--- src/rtl/mem_arbiter_if.sv ---
// Requester and memory-side signal bundle for mem_arbiter.
// The slave modport is the arbiter's view; master is the requesters plus memory.
interface mem_arbiter_if #(
    parameter int unsigned XLEN      = 32,
    parameter int unsigned ADDR_SIZE = 5
);
    logic                 d_req;
    logic                 d_we;
    logic                 d_byt;
    logic [ADDR_SIZE-1:0] d_addr;
    logic [XLEN-1:0]      d_wdata;
    logic                 d_gnt;
    logic                 d_rvalid;
    logic [XLEN-1:0]      d_rdata;

    logic                 i_req;
    logic [ADDR_SIZE-1:0] i_addr;
    logic                 i_gnt;
    logic                 i_rvalid;
    logic [XLEN-1:0]      i_rdata;

    logic                 m_en;
    logic                 m_we;
    logic                 m_byt;
    logic [ADDR_SIZE-1:0] m_addr;
    logic [XLEN-1:0]      m_wdata;
    logic [XLEN-1:0]      m_rdata;

    modport slave (
        input  d_req, d_we, d_byt, d_addr, d_wdata,
        output d_gnt, d_rvalid, d_rdata,
        input  i_req, i_addr,
        output i_gnt, i_rvalid, i_rdata,
        output m_en, m_we, m_byt, m_addr, m_wdata,
        input  m_rdata
    );

    modport master (
        output d_req, d_we, d_byt, d_addr, d_wdata,
        input  d_gnt, d_rvalid, d_rdata,
        output i_req, i_addr,
        input  i_gnt, i_rvalid, i_rdata,
        input  m_en, m_we, m_byt, m_addr, m_wdata,
        output m_rdata
    );
endinterface

--- src/rtl/mem_arbiter.sv ---
// Shares a single-port data memory between the MEM-stage port (D) and fetch (I).
// D has fixed priority; I is forced through after STARVE_LIMIT contested losses.
module mem_arbiter #(
    parameter int unsigned XLEN         = 32,
    parameter int unsigned ADDR_SIZE    = 5,
    parameter int unsigned LATENCY      = 2,
    parameter int unsigned STARVE_LIMIT = 3
) (
    input  logic          clk,
    input  logic          rst,
    mem_arbiter_if.slave  bus,
    output logic          busy
);
    localparam int unsigned CNT_W = (LATENCY > 1) ? $clog2(LATENCY) : 1;
    localparam int unsigned STV_W = (STARVE_LIMIT > 0) ? $clog2(STARVE_LIMIT + 1) : 1;

    typedef enum logic {IDLE, BUSY} state_t;

    state_t           state;
    logic [CNT_W-1:0] lat_cnt;
    logic [STV_W-1:0] starve_cnt;
    logic             op_i;
    logic             op_we;

    logic contested;
    logic i_forced;
    logic i_win;
    logic d_win;
    logic d_gnt_c;
    logic i_gnt_c;

    // Arbitration; grants are only offered while idle and out of reset
    always_comb begin
        contested = bus.d_req && bus.i_req;
        i_forced  = (STARVE_LIMIT != 0) && (starve_cnt == STV_W'(STARVE_LIMIT));
        i_win     = bus.i_req && (!bus.d_req || i_forced);
        d_win     = bus.d_req && !i_win;
        d_gnt_c   = !rst && (state == IDLE) && d_win;
        i_gnt_c   = !rst && (state == IDLE) && i_win;
    end

    assign bus.d_gnt = d_gnt_c;
    assign bus.i_gnt = i_gnt_c;

    always_ff @(posedge clk or posedge rst) begin
        if (rst) begin
            state       <= IDLE;
            lat_cnt     <= '0;
            starve_cnt  <= '0;
            op_i        <= 1'b0;
            op_we       <= 1'b0;
            busy        <= 1'b0;
            bus.m_en    <= 1'b0;
            bus.m_we    <= 1'b0;
            bus.m_byt   <= 1'b0;
            bus.m_addr  <= '0;
            bus.m_wdata <= '0;
            bus.d_rvalid <= 1'b0;
            bus.i_rvalid <= 1'b0;
            bus.d_rdata <= '0;
            bus.i_rdata <= '0;
        end else begin
            bus.d_rvalid <= 1'b0;
            bus.i_rvalid <= 1'b0;

            // Count only arbitrations I actually lost; any gap in i_req forgives it
            if (!bus.i_req || i_gnt_c) begin
                starve_cnt <= '0;
            end else if (d_gnt_c && contested && (starve_cnt != STV_W'(STARVE_LIMIT))) begin
                starve_cnt <= starve_cnt + STV_W'(1);
            end

            case (state)
                IDLE: begin
                    if (d_gnt_c || i_gnt_c) begin
                        state       <= BUSY;
                        busy        <= 1'b1;
                        lat_cnt     <= CNT_W'(LATENCY - 1);
                        op_i        <= i_gnt_c;
                        op_we       <= d_gnt_c && bus.d_we;
                        bus.m_en    <= 1'b1;
                        bus.m_we    <= (LATENCY == 1) && d_gnt_c && bus.d_we;
                        bus.m_byt   <= d_gnt_c && bus.d_byt;
                        bus.m_addr  <= d_gnt_c ? bus.d_addr : bus.i_addr;
                        bus.m_wdata <= d_gnt_c ? bus.d_wdata : '0;
                    end
                end
                BUSY: begin
                    if (lat_cnt == '0) begin
                        state    <= IDLE;
                        busy     <= 1'b0;
                        bus.m_en <= 1'b0;
                        bus.m_we <= 1'b0;
                        if (op_i) begin
                            bus.i_rvalid <= 1'b1;
                            bus.i_rdata  <= bus.m_rdata;
                        end else begin
                            bus.d_rvalid <= 1'b1;
                            if (!op_we) begin
                                bus.d_rdata <= bus.m_rdata;
                            end
                        end
                    end else begin
                        // Write strobe lands on the final command cycle only
                        lat_cnt  <= lat_cnt - CNT_W'(1);
                        bus.m_we <= op_we && (lat_cnt == CNT_W'(1));
                    end
                end
                default: state <= IDLE;
            endcase
        end
    end
endmodule
--- src/flat_wrapper.sv ---
// flat-port wrapper written by rule: the top's interface ports become plain ports
module mem_arbiter_flat 
#(
    parameter int unsigned XLEN         = 32,
    parameter int unsigned ADDR_SIZE    = 5,
    parameter int unsigned LATENCY      = 2,
    parameter int unsigned STARVE_LIMIT = 3
)
  (clk, rst, busy, bus_d_req, bus_d_we, bus_d_byt, bus_d_addr, bus_d_wdata, bus_d_gnt, bus_d_rvalid, bus_d_rdata, bus_i_req, bus_i_addr, bus_i_gnt, bus_i_rvalid, bus_i_rdata, bus_m_en, bus_m_we, bus_m_byt, bus_m_addr, bus_m_wdata, bus_m_rdata);
  mem_arbiter_if #(.XLEN(XLEN), .ADDR_SIZE(ADDR_SIZE)) bus_i ();
  input  logic clk;
  input  logic rst;
  output logic busy;
  input wire logic [$bits(bus_i.d_req)-1:0] bus_d_req;
  input wire logic [$bits(bus_i.d_we)-1:0] bus_d_we;
  input wire logic [$bits(bus_i.d_byt)-1:0] bus_d_byt;
  input wire logic [$bits(bus_i.d_addr)-1:0] bus_d_addr;
  input wire logic [$bits(bus_i.d_wdata)-1:0] bus_d_wdata;
  output wire logic [$bits(bus_i.d_gnt)-1:0] bus_d_gnt;
  output wire logic [$bits(bus_i.d_rvalid)-1:0] bus_d_rvalid;
  output wire logic [$bits(bus_i.d_rdata)-1:0] bus_d_rdata;
  input wire logic [$bits(bus_i.i_req)-1:0] bus_i_req;
  input wire logic [$bits(bus_i.i_addr)-1:0] bus_i_addr;
  output wire logic [$bits(bus_i.i_gnt)-1:0] bus_i_gnt;
  output wire logic [$bits(bus_i.i_rvalid)-1:0] bus_i_rvalid;
  output wire logic [$bits(bus_i.i_rdata)-1:0] bus_i_rdata;
  output wire logic [$bits(bus_i.m_en)-1:0] bus_m_en;
  output wire logic [$bits(bus_i.m_we)-1:0] bus_m_we;
  output wire logic [$bits(bus_i.m_byt)-1:0] bus_m_byt;
  output wire logic [$bits(bus_i.m_addr)-1:0] bus_m_addr;
  output wire logic [$bits(bus_i.m_wdata)-1:0] bus_m_wdata;
  input wire logic [$bits(bus_i.m_rdata)-1:0] bus_m_rdata;
  assign bus_i.d_req = bus_d_req;
  assign bus_i.d_we = bus_d_we;
  assign bus_i.d_byt = bus_d_byt;
  assign bus_i.d_addr = bus_d_addr;
  assign bus_i.d_wdata = bus_d_wdata;
  assign bus_d_gnt = bus_i.d_gnt;
  assign bus_d_rvalid = bus_i.d_rvalid;
  assign bus_d_rdata = bus_i.d_rdata;
  assign bus_i.i_req = bus_i_req;
  assign bus_i.i_addr = bus_i_addr;
  assign bus_i_gnt = bus_i.i_gnt;
  assign bus_i_rvalid = bus_i.i_rvalid;
  assign bus_i_rdata = bus_i.i_rdata;
  assign bus_m_en = bus_i.m_en;
  assign bus_m_we = bus_i.m_we;
  assign bus_m_byt = bus_i.m_byt;
  assign bus_m_addr = bus_i.m_addr;
  assign bus_m_wdata = bus_i.m_wdata;
  assign bus_i.m_rdata = bus_m_rdata;
  mem_arbiter #(.XLEN(XLEN), .ADDR_SIZE(ADDR_SIZE), .LATENCY(LATENCY), .STARVE_LIMIT(STARVE_LIMIT)) u_core (.clk(clk), .rst(rst), .bus(bus_i), .busy(busy));
endmodule
--- config.mk ---
export PLATFORM = sky130hd
export DESIGN_NAME = mem_arbiter_flat
export DESIGN_NICKNAME = d
export VERILOG_FILES = /design/src/rtl/mem_arbiter_if.sv /design/src/rtl/mem_arbiter.sv /design/src/flat_wrapper.sv
export SDC_FILE = /design/constraint.sdc
export NUM_CORES = 1
export LEC_CHECK = 0
export ABC_AREA = 1
export BUFFER_PORTS_ARGS = -buffer_cell sky130_fd_sc_hd__buf_2
export CAP_MARGIN = 15
export CORE_MARGIN = 3
export CORE_UTILIZATION = 53
export CTS_BUF_LIST = sky130_fd_sc_hd__clkbuf_4 sky130_fd_sc_hd__clkbuf_8
export CTS_CLUSTER_DIAMETER = 40
export DETAILED_ROUTE_END_ITERATION = 7
export PLACE_DENSITY = 0.93
export RECOVER_POWER = 50
export REMOVE_ABC_BUFFERS = 1
export SLEW_MARGIN = 5
export SYNTH_ARGS = -nofsm -noshare
export SYNTH_HDL_FRONTEND = slang
export SYNTH_SLANG_ARGS = --single-unit
--- constraint.sdc ---
create_clock -name clk -period 4.65 [get_ports clk]
set_clock_uncertainty 0.05 [all_clocks]
set_input_delay 0 -clock clk [delete_from_list [all_inputs] [get_ports clk]]
set_output_delay 0 -clock clk [all_outputs]
set_load 0.01 [all_outputs]
Word-level counts from Yosys, hierarchy flattened:

Index checks and enable logic that the tools add are counted.

* output and inout port bits: 109
* register bits after elaboration: 112
* logic and storage cells: 68
* bits of input ports: 80

* equal/unequal tests: 4
* bitwise logic cells: 4
* $add $sub $neg: 2
* reduce and logical (&&, ||, !) cells: 23
* muxes and demuxes: 21

Operator list (number)
* 32-bit 2-to-1 mux: 1
* 1-bit 2-to-1 mux: 13
* 1-bit logical AND: 11
* 1-bit case mux with 2 select lines: 4
* 2-bit inequality test (second input constant): 3
* 5-bit 2-to-1 mux: 1
* 1-bit zero test: 4
* 2-bit 2-to-1 mux: 2
* 1-bit NOT: 4
* 2-bit AND reduction: 2
* 4-bit AND reduction: 1
* 1-bit logical OR: 3
* 3-bit AND reduction: 1
* 2-bit by 1-bit adder with 2-bit output (second input constant): 1
* 2-bit == test (second input constant): 1
* 2-bit nonzero test: 1
* 1-bit subtractor (second input constant): 1

Logic depth before layout (Yosys ltp):

Gate-level depths: netlist of run 1.

* depth in word-level cells: 10
* mapped depth: 9
* depth with buffers taken out: 8

Least setup slack after synthesis of run 1:

OpenSTA, ideal clock, no wires.

* kind: reg2reg
* start point: reg u_core.starve_cnt[0]
* end point: reg u_core.bus.m_wdata[0]
* path slack: 3287 ps
* cell stages (with the launch flop): 8
* path buffers: 1
* period minus slack after synthesis: 1363 ps
* data required time: 4535 ps
* arrival time: 1248 ps
* path through: dfrtp_1 ha_1 a21oi_4 nand2_2 inv_4 buf_6 nand2_1 nand2_1

* longest elaborated chain between the ends: 8
* elaborated cells on any way between the ends: 10

RTL lines
* from (decl): line mem_arbiter.sv:21 `logic [STV_W-1:0] starve_cnt;`
* from (signal assigned): line mem_arbiter.sv:70 `starve_cnt <= starve_cnt + STV_W'(1);`
* 2-bit == test *: line mem_arbiter.sv:35 `i_forced = (STARVE_LIMIT != 0) && (starve_cnt == STV_W'(STARVE_LIMIT));`
* 1-bit logical OR *: line mem_arbiter.sv:36 `i_win = bus.i_req && (!bus.d_req || i_forced);`
* 1-bit logical AND *: line mem_arbiter.sv:36
* 1-bit zero test *: line mem_arbiter.sv:37 `d_win = bus.d_req && !i_win;`
* 1-bit logical AND *: line mem_arbiter.sv:37
* 1-bit logical AND *: line mem_arbiter.sv:38 `d_gnt_c = !rst && (state == IDLE) && d_win;`
* via bus_d_gnt: line flat_wrapper.sv:19 `output wire logic [$bits(bus_i.d_gnt)-1:0] bus_d_gnt;`
* 1-bit logical OR: line mem_arbiter.sv:75 `if (d_gnt_c || i_gnt_c) begin`
* 2-bit AND reduction (no source line)
* to (signal assigned): line mem_arbiter.sv:85 `bus.m_wdata <= d_gnt_c ? bus.d_wdata : '0;`
* to (decl): line mem_arbiter_if.sv:34 `output m_en, m_we, m_byt, m_addr, m_wdata,`

The timed path passes the listed nets; every way through them passes the cells marked *.
A chain may end at the register's enable or synchronous reset.

==> results of run 1 <==
-- kinds of logic after synthesis --
| kind of cell | synth area share (%) |
|---|---|
| AOI/OAI and AO/OA | 8.14 |
| adders and majority gates | 0.283 |
| and+or+nand+nor | 19.0 |
| xor gates and xnor gates | 0.198 |
| buffers and inverters | 8.90 |
| DFF | 63.5 |
-- registers in the layout, indices dropped and copies added, names as in the netlist --
name and cells:
u_core.bus.m_we 1, u_core.bus.d_rdata 32, u_core.bus.m_byt 1, u_core.lat_cnt 1, u_core.busy 1, u_core.bus.i_rvalid 1
u_core.bus.m_wdata 32, u_core.bus.d_rvalid 1, u_core.op_i 1, u_core.state 1, u_core.op_we 1, u_core.bus.m_addr 5
u_core.starve_cnt 2, u_core.bus.i_rdata 32
-- worst max-delay path: stages --
cell and delay, ns:
dlygate4sd3_1 0.53, clkbuf_1 0.12, clkinvlp_2 1.40, buf_4 0.76
-- cells in the final DEF, fill, tap and decap left out, drive strengths merged --
master,Yosys,layout
nor2,4,4
xnor2,1,1
a21oi,1,1
nand3,12,12
dlygate4sd3,0,79
buf,19,82
clkinv,0,3
o21ai,66,66
nand2,194,194
o22ai,2,2
clkinvlp,0,1
dfrtp,112,112
clkbuf,3,117
ha,1,1
inv,53,56
-- final cells by class --
class	instances	area, um^2
Tap cell	102	128
Sequential cell	112	2800
Fill cell	526	1720
Timing Repair Buffer	269	1620
Inverter	53	205
Clock inverter	7	72.6
Multi-Input combinational cell	281	1210
Clock buffer	9	124
-- metrics by stage --
stage | std cells | cell area (um^2) | utilization, %
final | 833 | 6170 | 78.2
after global routing | 833 | 6170 | 78.2
after CTS | 832 | 6290 | 79.8
after detailed placement | 737 | 5310 | 67.3
after global placement | 737 | 5310 | 67.3
after floorplan | 446 | 4230 | -
-- metal layers --
layer	vias up	share of wire [%]
met1	2005	37
met4	0	4.3
met3	56	10
met5	-	0
li1	1954	-
met2	274	48
-- power groups by stage --
stage | Clock [uW] | Combinational, uW | Sequential (uW)
global placement | 0 | 1340 | 1670
CTS | 576 | 1480 | 1670
floorplan | 0 | 554 | 1880
finish | 564 | 1410 | 1720
detailed placement | 0 | 1430 | 1690
global route | 616 | 1580 | 1760
-- final timing paths --
check | startpoint | cells after the start | end | slack (ns)
max in group clk | u_core.state | 6 | u_core.bus.m_addr[2] | 2.40
worst max register to register | u_core.state | 6 | u_core.bus.m_addr[2] | 2.40
worst min register to register | u_core.op_i | 1 | u_core.bus.d_rvalid | 0.40
worst max-delay path | rst | 4 | u_core.bus.i_rvalid | 2.22
min in group asynchronous | rst | 3 | u_core.bus.m_we | 0.81
worst min-delay path | bus_d_wdata[11] | 4 | u_core.bus.m_wdata[11] | 0.32
==> results.md, run 1 <==
- Share of cells above drive strength 1: ~15%
- CP Capture Type: async pin
- Postcts setup bufs: 0
- List of most frequent post-synthesis cells: 191 x nand2_1, 112 x dfrtp_1, 64 x o21ai_1, 49 x inv_1, 12 x buf_6
- Setup tns final: 0 ns
- Leading area contributor after synthesis: dfrtp_1
- Core area: around 7900 um^2
- Worst Path Arrival: roughly 2.8 ns
- IO Pins: between 150 and 200
- Final hold slack: 0.317 ns
- Pwr per Cell Area: 599 nW/um^2
- Worst Path Required: 5.04 ns
- Share of the synthesized area in the top cell type: between 60% and 70%
- Fin crit period: roughly 2.4 ns
- Full die area: roughly 9500 um^2
- Worst vdd ir: about 0.00030 V
- MaxCap Viol Count: 1
- Max Slew Vio Count: 59
- TritonCTS clock tree: yes
- Switching Fraction: ~42%
- CTS root buf: clkbuf_8
- # rows: 32
- Setup Crit Path Kind: input pin to async pin
- Post-synth EDFFs: 0
- Clock share of power: approximately 15%
- Met3 Use GR: just under 9%
- Hold crit path type: input pin to flip-flop
- Yosys reg bits: around 110
- Synth cell types: 22
- Drt pass-1 iters: 5
- Period utilisation layout: between 50% and 60%
- GRT met2 Usage: 47.6%
- Post-synth ARST share: 100%
- Final hold viol count: 0
- H-tree levels: 3
- DR WL/cell: roughly 16 um
- Max Buffers Root-to-Sink: 2
- Met1 Usage GRT: between 30% and 40%
- P_leak: approximately 0.0032 uW
- Maximum clock rate: around 400 MHz
- Count leader, synth: nand2_1
- Failing checks: capacitance limit, slew limit
- Synth-to-Final Area Change: 39.7%
- Worst skew pair latency: roughly 0.36 ns
- RSZ-0062 raised after global routing: false
- Worst slack, placed: 2.79 ns
- Post-DP HPWL: 7560 um
- Startpoint type of the worst setup path: input pin
- Switching Power: 1570 uW
- Starting density of the core: a little under three fifths
- Worst Slack Setup Final: ~2.2 ns
- Resized Gates After CTS: 0
- Crit-path max FO: 58
- Top cells by area, synth: dfrtp_1 63%, nand2_1 16%, o21ai_1 7.3%
- Die Height: about 97 um
- Cell Int Power: around 2100 uW
- Synth Warn #: 0
- Status: complete, but fails checks
- Grt ovf: 0
- Ys flop type: dfrtp_1
- DR iter-0 viols: between 150 and 200
- Gpl congestion: 0.848
- Total Power: between 3000 and 4000 uW
- Worst-path clk slew: 0.11 ns
- Max-Slew Margin vs Limit: -66.0%
- Seq pwr share: 46.5%
- Layout net count: between 800 and 900
- Slew @ Worst Pin: between 2 and 2.5 ns
- Vias in the first global route: ~4500
- Diode count: 0
- CTS Buf Count: 9
- PortBufs: 188
- Seq/Total Area, Yosys: between 60% and 70%
- Part of the power in combinational logic: 38.3%
- GRT Overall Usage: 28.7%
- Largest net degree at the start of global routing: 66
- DRC: 0
- Synth Area per Inst: approximately 9.4 um^2
- Die Wd: 97.3 um
- # clock sinks: 112
- # setup viols final: 0
- Hold-fix buffers, CTS: about 80
- Synth Instances: roughly 470
- Via count: 4289
- Routed Antenna Nets: 0
- Synth Cell Area: 4410 um^2
- First-pass GRT wire length: ~22000 um
- Vias per inst: about 5.1
- WL final: ~13000 um
- Gr busiest metal: met2
- Initial antenna violation count: 0
(Power assumes the default switching activity.)
==> run 2, diff against run 1 <==
--- a/config.mk
+++ b/config.mk
@@ -9,11 +9,11 @@
 export BUFFER_PORTS_ARGS = -buffer_cell sky130_fd_sc_hd__buf_2
 export CAP_MARGIN = 15
 export CORE_MARGIN = 3
-export CORE_UTILIZATION = 53
+export CORE_UTILIZATION = 49
 export CTS_BUF_LIST = sky130_fd_sc_hd__clkbuf_4 sky130_fd_sc_hd__clkbuf_8
 export CTS_CLUSTER_DIAMETER = 40
 export DETAILED_ROUTE_END_ITERATION = 7
-export PLACE_DENSITY = 0.93
+export PLACE_DENSITY = 0.87
 export RECOVER_POWER = 50
 export REMOVE_ABC_BUFFERS = 1
 export SLEW_MARGIN = 5
==> constraint.sdc (replaced) <==
create_clock -name clk -period 2.4 [get_ports clk]
set_clock_uncertainty 0.05 [all_clocks]
set_input_delay 0 -clock clk [delete_from_list [all_inputs] [get_ports clk]]
set_output_delay 0 -clock clk [all_outputs]
set_load 0.01 [all_outputs]
==> run 2 against run 1 <==
  * Worst setup slack got worse by 2.0 ns
  * The run still ends with capacitance limit, slew limit left
  * Register-to-register slack got worse by 2.2 ns
  * Combinational power increased by 89%
  * Clock power increased by 79%
  * Final cell count increased by 0.36%
  * Non-clock buffer count decreased by 1
  * Flip-flop and latch count unchanged
  * Die area increased by 7.7%
  * Sequential share of layout area increased by 0.16 points
==> results.md, run 2 (synthesis results as in run 1) <==
- Status: complete, but fails checks (unchanged)
- Failing checks: capacitance limit, slew limit (unchanged)
- DR iter-0 viols: 177 (was 157)
- # rows: 33 (was 32)
- Post-DP HPWL: 7480 um (was 7560 um)
- Share of cells above drive strength 1: 14.9% (about the same)
- # fillers: 621 (was 526)
- P_leak: 0.00322 uW (was 0.00324 uW)
- Full die area: 10200 um^2 (was 9460 um^2)
- Design Area, Final: 6150 um^2 (was 6170 um^2)
- R2R Path Start: u_core.state (unchanged)
- CP Cell Sequence: nor2_2, nand3_1, nand2_4, nand3_1, dlygate4sd3_1, nand2_1 (was dlygate4sd3_1, clkbuf_1, clkinvlp_2, buf_4)
- Core area: 8460 um^2 (was 7890 um^2)
- Buf/Inv on CP: 1 (was 4)
- Most frequent CP cell: nand3_1
- CTS Buf Count: 9 (unchanged)
- Top flop regs: u_core.bus.d_rdata: 32 flops, u_core.bus.i_rdata: 32 flops, u_core.bus.m_wdata: 32 flops (unchanged)
- DR WL/cell: 15.4 um (was 16.0 um)
- Met1 Usage GRT: 31.4% (was 34.4%)
- Die Height: 101 um (was 97.3 um)
- Final hold viol count: 0 (unchanged)
- CTS root buf: clkbuf_8 (unchanged)
- Initial antenna violation count: 0 (unchanged)
- Placed Area: 5330 um^2 (was 5310 um^2)
- Gpl congestion: 0.835 (was 0.848)
- Postcts setup bufs: 0 (unchanged)
- Seq. cell area: 2800 um^2 (unchanged)
- Worst-path clk slew: 0.09 ns (was 0.11 ns)
- Met3 Use GR: 7.89% (was 8.69%)
- Gr busiest metal: met2 (unchanged)
- MaxCap Viol Count: 1 (unchanged)
- Highest cell delay on the worst timing path: 0.58 ns (was 1.40 ns)
- Switching Power: 2880 uW (was 1570 uW)
- Die Wd: 101 um (was 97.3 um)
- WL final: 12900 um (was 13400 um)
- Max Slew Vio Count: 49 (was 59)
- Max-Slew Margin vs Limit: -22.7% (was -66.0%)
- Cell Int Power: 4110 uW (was 2130 uW)
- Vias in the first global route: 4293 (was 4466)
- Maximum clock rate: 459 MHz
- RSZ-0062 raised after global routing: false (unchanged)
- Seq pwr share: 47.3% (was 46.5%)
- Most common cell after layout, fill and taps aside: nand2_1 (unchanged)
- # setup viols final: 0 (unchanged)
- Layout net count: 806 (was 807)
- Fin crit period: 2.18 ns
- Hold crit path type: input pin to flip-flop (unchanged)
- TritonCTS clock tree: yes (unchanged)
- Pwr per Cell Area: 1140 nW/um^2 (was 599 nW/um^2)
- Vias per inst: 5.01 (was 5.15)
- Worst Path Required: 2.63 ns (was 5.04 ns)
- First-pass GRT wire length: 20500 um (was 21800 um)
- Grt ovf: 0 (unchanged)
- Resized Gates After CTS: 0 (unchanged)
- GRT Overall Usage: 25.6% (was 28.7%)
- Slowest library cell on the worst path: dlygate4sd3_1 (was clkinvlp_2)
- Via count: 4187 (was 4289)
- Clock share of power: 14.5% (was 15.3%)
- Delay-heaviest family, CP: simple AND/OR/NAND/NOR gates (was buffers and inverters)
- # clock sinks: 112 (unchanged)
- H-tree levels: 3 (unchanged)
- Startpoint type of the worst setup path: flip-flop (was input pin)
- Routed Antenna Nets: 0 (unchanged)
- CP Capture Type: flip-flop (was async pin)
- PortBufs: 188 (unchanged)
- Slew @ Worst Pin: 1.84 ns (was 2.48 ns)
- CP startpoint: u_core.state (was rst)
- Starting density of the core: 52.2% (was 56.0%)
- DRC: 0 (unchanged)
- Part of the power in combinational logic: 38.2% (was 38.3%)
- Synth-to-Final Area Change: 39.2% (was 39.7%)
- Most frequent cells in the layout: 190 x nand2_1, 112 x dfrtp_1, 108 x clkbuf_1 (was 191 x nand2_1, 112 x dfrtp_1, 108 x clkbuf_1)
- Period utilisation layout: about nine tenths
- Worst Path Arrival: 2.41 ns (was 2.82 ns)
- Multi-input logic area: 1210 um^2 (about the same)
- Drt pass-1 iters: 5 (unchanged)
- Hold Crit Start: bus_d_req (was bus_d_wdata[11])
- Max Buffers Root-to-Sink: 2 (unchanged)
- Largest net degree at the start of global routing: 66 (unchanged)
- Crit-path max FO: 11 (was 58)
- Setup Crit Path Kind: flip-flop to flip-flop (was input pin to async pin)
- IO Pins: 189 (unchanged)
- GRT met2 Usage: 42.3% (was 47.6%)
- Worst skew pair latency: 0.35 ns (was 0.36 ns)
- Switching Fraction: 41.2% (was 42.4%)
- Post-layout util: 72.6% (was 78.2%)
- Worst vdd ir: 0.000506 V (was 0.000303 V)
## run 2: power groups by stage
stage	sequential (uW)	clock [uW]	combinational [uW]
2_1_floorplan	3630	0	1070
3_3_place_gp	3230	0	2640
3_5_place_dp	3250	0	2750
4_1_cts	3240	1050	2860
5_1_grt	3400	1110	3010
6_report	3310	1010	2670
## run 2: worst paths after layout
path	to	slack [ns]	cells past startpoint
worst max-delay path	u_core.bus.m_addr[2]	0.22	6
worst min-delay path	u_core.bus.m_we	0.07	4
worst max register to register	u_core.bus.m_addr[2]	0.22	6
worst min register to register	u_core.bus.d_rvalid	0.43	1
max in group asynchronous	u_core.bus.d_rdata[12]	0.44	4
min in group asynchronous	u_core.bus.m_addr[0]	0.76	3
## run 2: final cells by class
cell class	count	area share (%)
flip-flops and latches	112	45.6
repair buffers	268	26.3
multi-input cells	281	19.7
inverters	53	3.32
clock buffers	11	2.36
well taps	105	2.14
clock inverters	5	0.529
diodes	1	0.0407
## run 2: stage by stage
| step | power [uW] | cells | setup slack [ns] | setup TNS, ns | hold slack (ns) |
|---|---|---|---|---|---|
| 2_1_floorplan | 4710 | 446 | -0.609 | -68.21 | 0.0667 |
| 6_report | 7000 | 836 | 0.221 | 0 | 0.0671 |
| 4_1_cts | 7150 | 835 | 0.284 | 0 | 0.0284 |
| 3_5_place_dp | 6010 | 741 | 0.633 | 0 | 0.0952 |
| 3_3_place_gp | 5870 | 741 | 0.745 | 0 | 0.0782 |
| 5_1_grt | 7520 | 835 | 0.0590 | 0 | 0.0684 |
## run 2: what timing repair did
action | CTS | global route
hold buffers | 78 | 0
endpoints found under the setup margin | 0 | 0
endpoints found under the hold margin | 153 | 0
## run 2: layer usage
layer / up-vias / routed length [um]
met2: 254 / 6040
met3: 36 / 1400
met4: 0 / 329
li1: 1945 / -
met1: 1952 / 5100
met5: - / 0
## run 2: worst min-delay path, delay by kind of cell
kind | cells | cell delay (ns)
and+or+nand+nor | 2 | 0.21
AOI/OAI and AO/OA | 1 | 0.09
buffers and inverters | 1 | 0.12
==> run 3, diff against run 2 <==
--- a/config.mk
+++ b/config.mk
@@ -8,6 +8,7 @@
 export ABC_AREA = 1
 export BUFFER_PORTS_ARGS = -buffer_cell sky130_fd_sc_hd__buf_2
 export CAP_MARGIN = 15
+export CORE_ASPECT_RATIO = 1.2
 export CORE_MARGIN = 3
 export CORE_UTILIZATION = 49
 export CTS_BUF_LIST = sky130_fd_sc_hd__clkbuf_4 sky130_fd_sc_hd__clkbuf_8
==> run 3 against run 2 <==
  * The flow still finishes with violations (capacitance limit, slew limit)
  * Sequential power about the same
  * Non-clock buffer count up 2
  * Critical path depth up 1
  * Flip-flop and latch count unchanged
  * Core utilization down 0.86 points
  * First-iteration DRC count up 18%
  * Wire length down 0.77%
  * Register-to-register slack about the same
  * Final cell count up 1.6%
  * Count of clock-buffer cells in the layout up 1
  * Clock power up 17%
  * Final area up 1.1%
  * Critical path type unchanged
  * Critical endpoint is now u_core.op_we
  * Largest power group unchanged
  * Highest routed layer unchanged
==> results.md, run 3 (synthesis results as in run 1) <==
- Status: complete, but fails checks (unchanged)
- Failing checks: capacitance limit, slew limit (unchanged)
- Max Slew Vio Count: 47 (was 49)
- Switching Power: 2890 uW (was 2880 uW)
- Highest cell delay on the worst timing path: 0.57 ns (was 0.58 ns)
- Seq. cell area: 2800 um^2 (unchanged)
- Hold Path Sink: u_core.bus.m_wdata[22] (was u_core.bus.m_we)
- Hold Crit Depth: 4 (unchanged)
- Slew @ Worst Pin: 1.78 ns (was 1.84 ns)
- Clock share of power: 16.5% (was 14.5%)
- Vias per inst: 4.89 (was 5.01)
- RSZ-0062 raised after global routing: false (unchanged)
- Fin crit period: 2.18 ns (about the same)
- P_leak: 0.00325 uW (was 0.00322 uW)
- Switching Fraction: 40.4% (was 41.2%)
- TritonCTS clock tree: yes (unchanged)
- Most frequent cells in the layout: 190 x nand2_1, 112 x dfrtp_1, 108 x clkbuf_1 (unchanged)
- CTS root buf: clkbuf_8 (unchanged)
- Top flop regs: u_core.bus.d_rdata: 32 flops, u_core.bus.i_rdata: 32 flops, u_core.bus.m_wdata: 32 flops (unchanged)
- WL final: 12800 um (was 12900 um)
- Post-DP HPWL: 7260 um (was 7480 um)
- PortBufs: 188 (unchanged)
- Worst skew pair latency: 0.37 ns (was 0.35 ns)
- Part of the power in combinational logic: 37.4% (was 38.2%)
- DRC: 0 (unchanged)
- Hold crit path type: input pin to flip-flop (unchanged)
- # rows: 37 (was 33)
- Worst Path Arrival: 2.45 ns (was 2.41 ns)
- Share of cells above drive strength 1: 14.9% (about the same)
- R2R setup slack: 0.22 ns (about the same)
- Worst Path Required: 2.66 ns (was 2.63 ns)
- Total Power: 7150 uW (was 7000 uW)
- Die Height: 110 um (was 101 um)
- Cell Int Power: 4260 uW (was 4110 uW)
- Maximum clock rate: 458 MHz (was 459 MHz)
- Crit-path max FO: 36 (was 11)
- Routed Antenna Nets: 0 (unchanged)
- CP Capture Type: flip-flop (unchanged)
- Layout net count: 808 (was 806)
- First-pass GRT wire length: 19900 um (was 20500 um)
- Length in cells of the worst reg-to-reg path: 7 (was 6)
- # fillers: 654 (was 621)
- CTS Buf Count: 9 (unchanged)
- Hold Crit Start: bus_d_wdata[22] (was bus_d_req)
- Starting density of the core: 51.0% (was 52.2%)
- Grt ovf: 0 (unchanged)
- Largest net degree at the start of global routing: 67 (was 66)
- Reg-to-reg endpoint: u_core.op_we (was u_core.bus.m_addr[2])
- Die Wd: 92.6 um (was 101 um)
- # setup viols final: 0 (unchanged)
- Postcts setup bufs: 0 (unchanged)
- Hold-fix buffers, CTS: 80 (was 78)
- Max Buffers Root-to-Sink: 2 (unchanged)
- Diode count: 0 (was 1)
- DR WL/cell: 15.0 um (was 15.4 um)
- IO Pins: 189 (unchanged)
- # clock sinks: 112 (unchanged)
- Gpl congestion: 0.787 (was 0.835)
- Synth-to-Final Area Change: 40.7% (was 39.2%)
- CP Cell Sequence: ha_1, a21oi_4, nand2_2, inv_4, nand2_1, o21ai_0, dlygate4sd3_1 (was nor2_2, nand3_1, nand2_4, nand3_1, dlygate4sd3_1, nand2_1)
- Pwr per Cell Area: 1150 nW/um^2 (was 1140 nW/um^2)
- Vias in the first global route: 4084 (was 4293)
- Core area: 8660 um^2 (was 8460 um^2)
- Period utilisation layout: 91.0% (was 90.8%)
- Worst-path clk slew: 0.10 ns (was 0.09 ns)
- Resized Gates After CTS: 0 (unchanged)
- Seq pwr share: 46.2% (was 47.3%)
- Drt pass-1 iters: 5 (unchanged)
- DR iter-0 viols: 209 (was 177)
- Startpoint type of the worst setup path: flip-flop (unchanged)
- H-tree levels: 3 (unchanged)
- MaxCap Viol Count: 1 (unchanged)
- Max-Slew Margin vs Limit: -18.5% (was -22.7%)
- Multi-input logic area: 1210 um^2 (unchanged)
- Worst vdd ir: 0.000457 V (was 0.000506 V)
- R2R Path Start: u_core.starve_cnt[0] (was u_core.state)
- Most common cell after layout, fill and taps aside: nand2_1 (unchanged)
- Slowest library cell on the worst path: dlygate4sd3_1 (unchanged)
- GRT Overall Usage: 25.0% (was 25.6%)
- Setup Crit Path Kind: flip-flop to flip-flop (unchanged)
- Via count: 4155 (was 4187)
- Full die area: 10200 um^2 (about the same)
- Final hold viol count: 0 (unchanged)
- Initial antenna violation count: 0 (unchanged)
- Setup tns final: 0 ns (unchanged)
-- run 3: worst max path at each step --
stage | from | endpoint | cells after the start
after floorplan | rst | u_core.bus.d_rdata[0] | 1
after global placement | u_core.state | u_core.bus.m_wdata[27] | 6
after detailed placement | u_core.state | u_core.bus.m_wdata[25] | 6
after CTS | u_core.starve_cnt[0] | u_core.op_we | 7
after global routing | u_core.state | u_core.op_we | 6
final | u_core.starve_cnt[0] | u_core.op_we | 7
-- run 3: cell type report --
cell class	instances	share of cell area (%)
Clock inverter	4	0.826
Inverter	53	3.28
Multi-Input combinational cell	281	19.5
Sequential cell	112	45.1
Timing Repair Buffer	270	26.3
Tap cell	117	2.36
Clock buffer	12	2.56
-- run 3: through the flow --
step / util (%) / area (um^2) / hold WS [ns] / worst slack [ns] / std cells
floorplan: - / 4230 / 0.0667 / -0.609 / 446
global placement: 61.7 / 5350 / 0.0638 / 0.740 / 753
detailed placement: 61.7 / 5350 / 0.0863 / 0.643 / 753
CTS: 73.4 / 6360 / 0.221 / 0.248 / 849
global route: 71.7 / 6210 / 0.335 / 0.0765 / 849
finish: 71.7 / 6210 / 0.314 / 0.215 / 849
-- run 3: power by group through the flow --
| stage | combinational, uW | clock (uW) | sequential, uW |
|---|---|---|---|
| 2_1_floorplan | 1070 | 0 | 3630 |
| 3_3_place_gp | 2620 | 0 | 3240 |
| 3_5_place_dp | 2740 | 0 | 3260 |
| 4_1_cts | 2860 | 1190 | 3240 |
| 5_1_grt | 3000 | 1270 | 3380 |
| 6_report | 2670 | 1180 | 3300 |
-- run 3: worst max-delay path, delay by kind of cell (launching register included) --
kind / cells / cell delay (ns)
AOI/OAI and AO/OA: 2 / 0.29
adders and majority gates: 1 / 0.26
buffers and inverters: 2 / 0.88
DFF: 1 / 0.43
and+or+nand+nor: 2 / 0.22
-- run 3: routing by layer --
| layer | part of all wire [%] | global-route usage [%] |
|---|---|---|
| met1 | 38 | 29.5 |
| met2 | 50 | 44.2 |
| met3 | 8.7 | 5.50 |
| met4 | 2.7 | 11.1 |
| met5 | 0 | 0 |
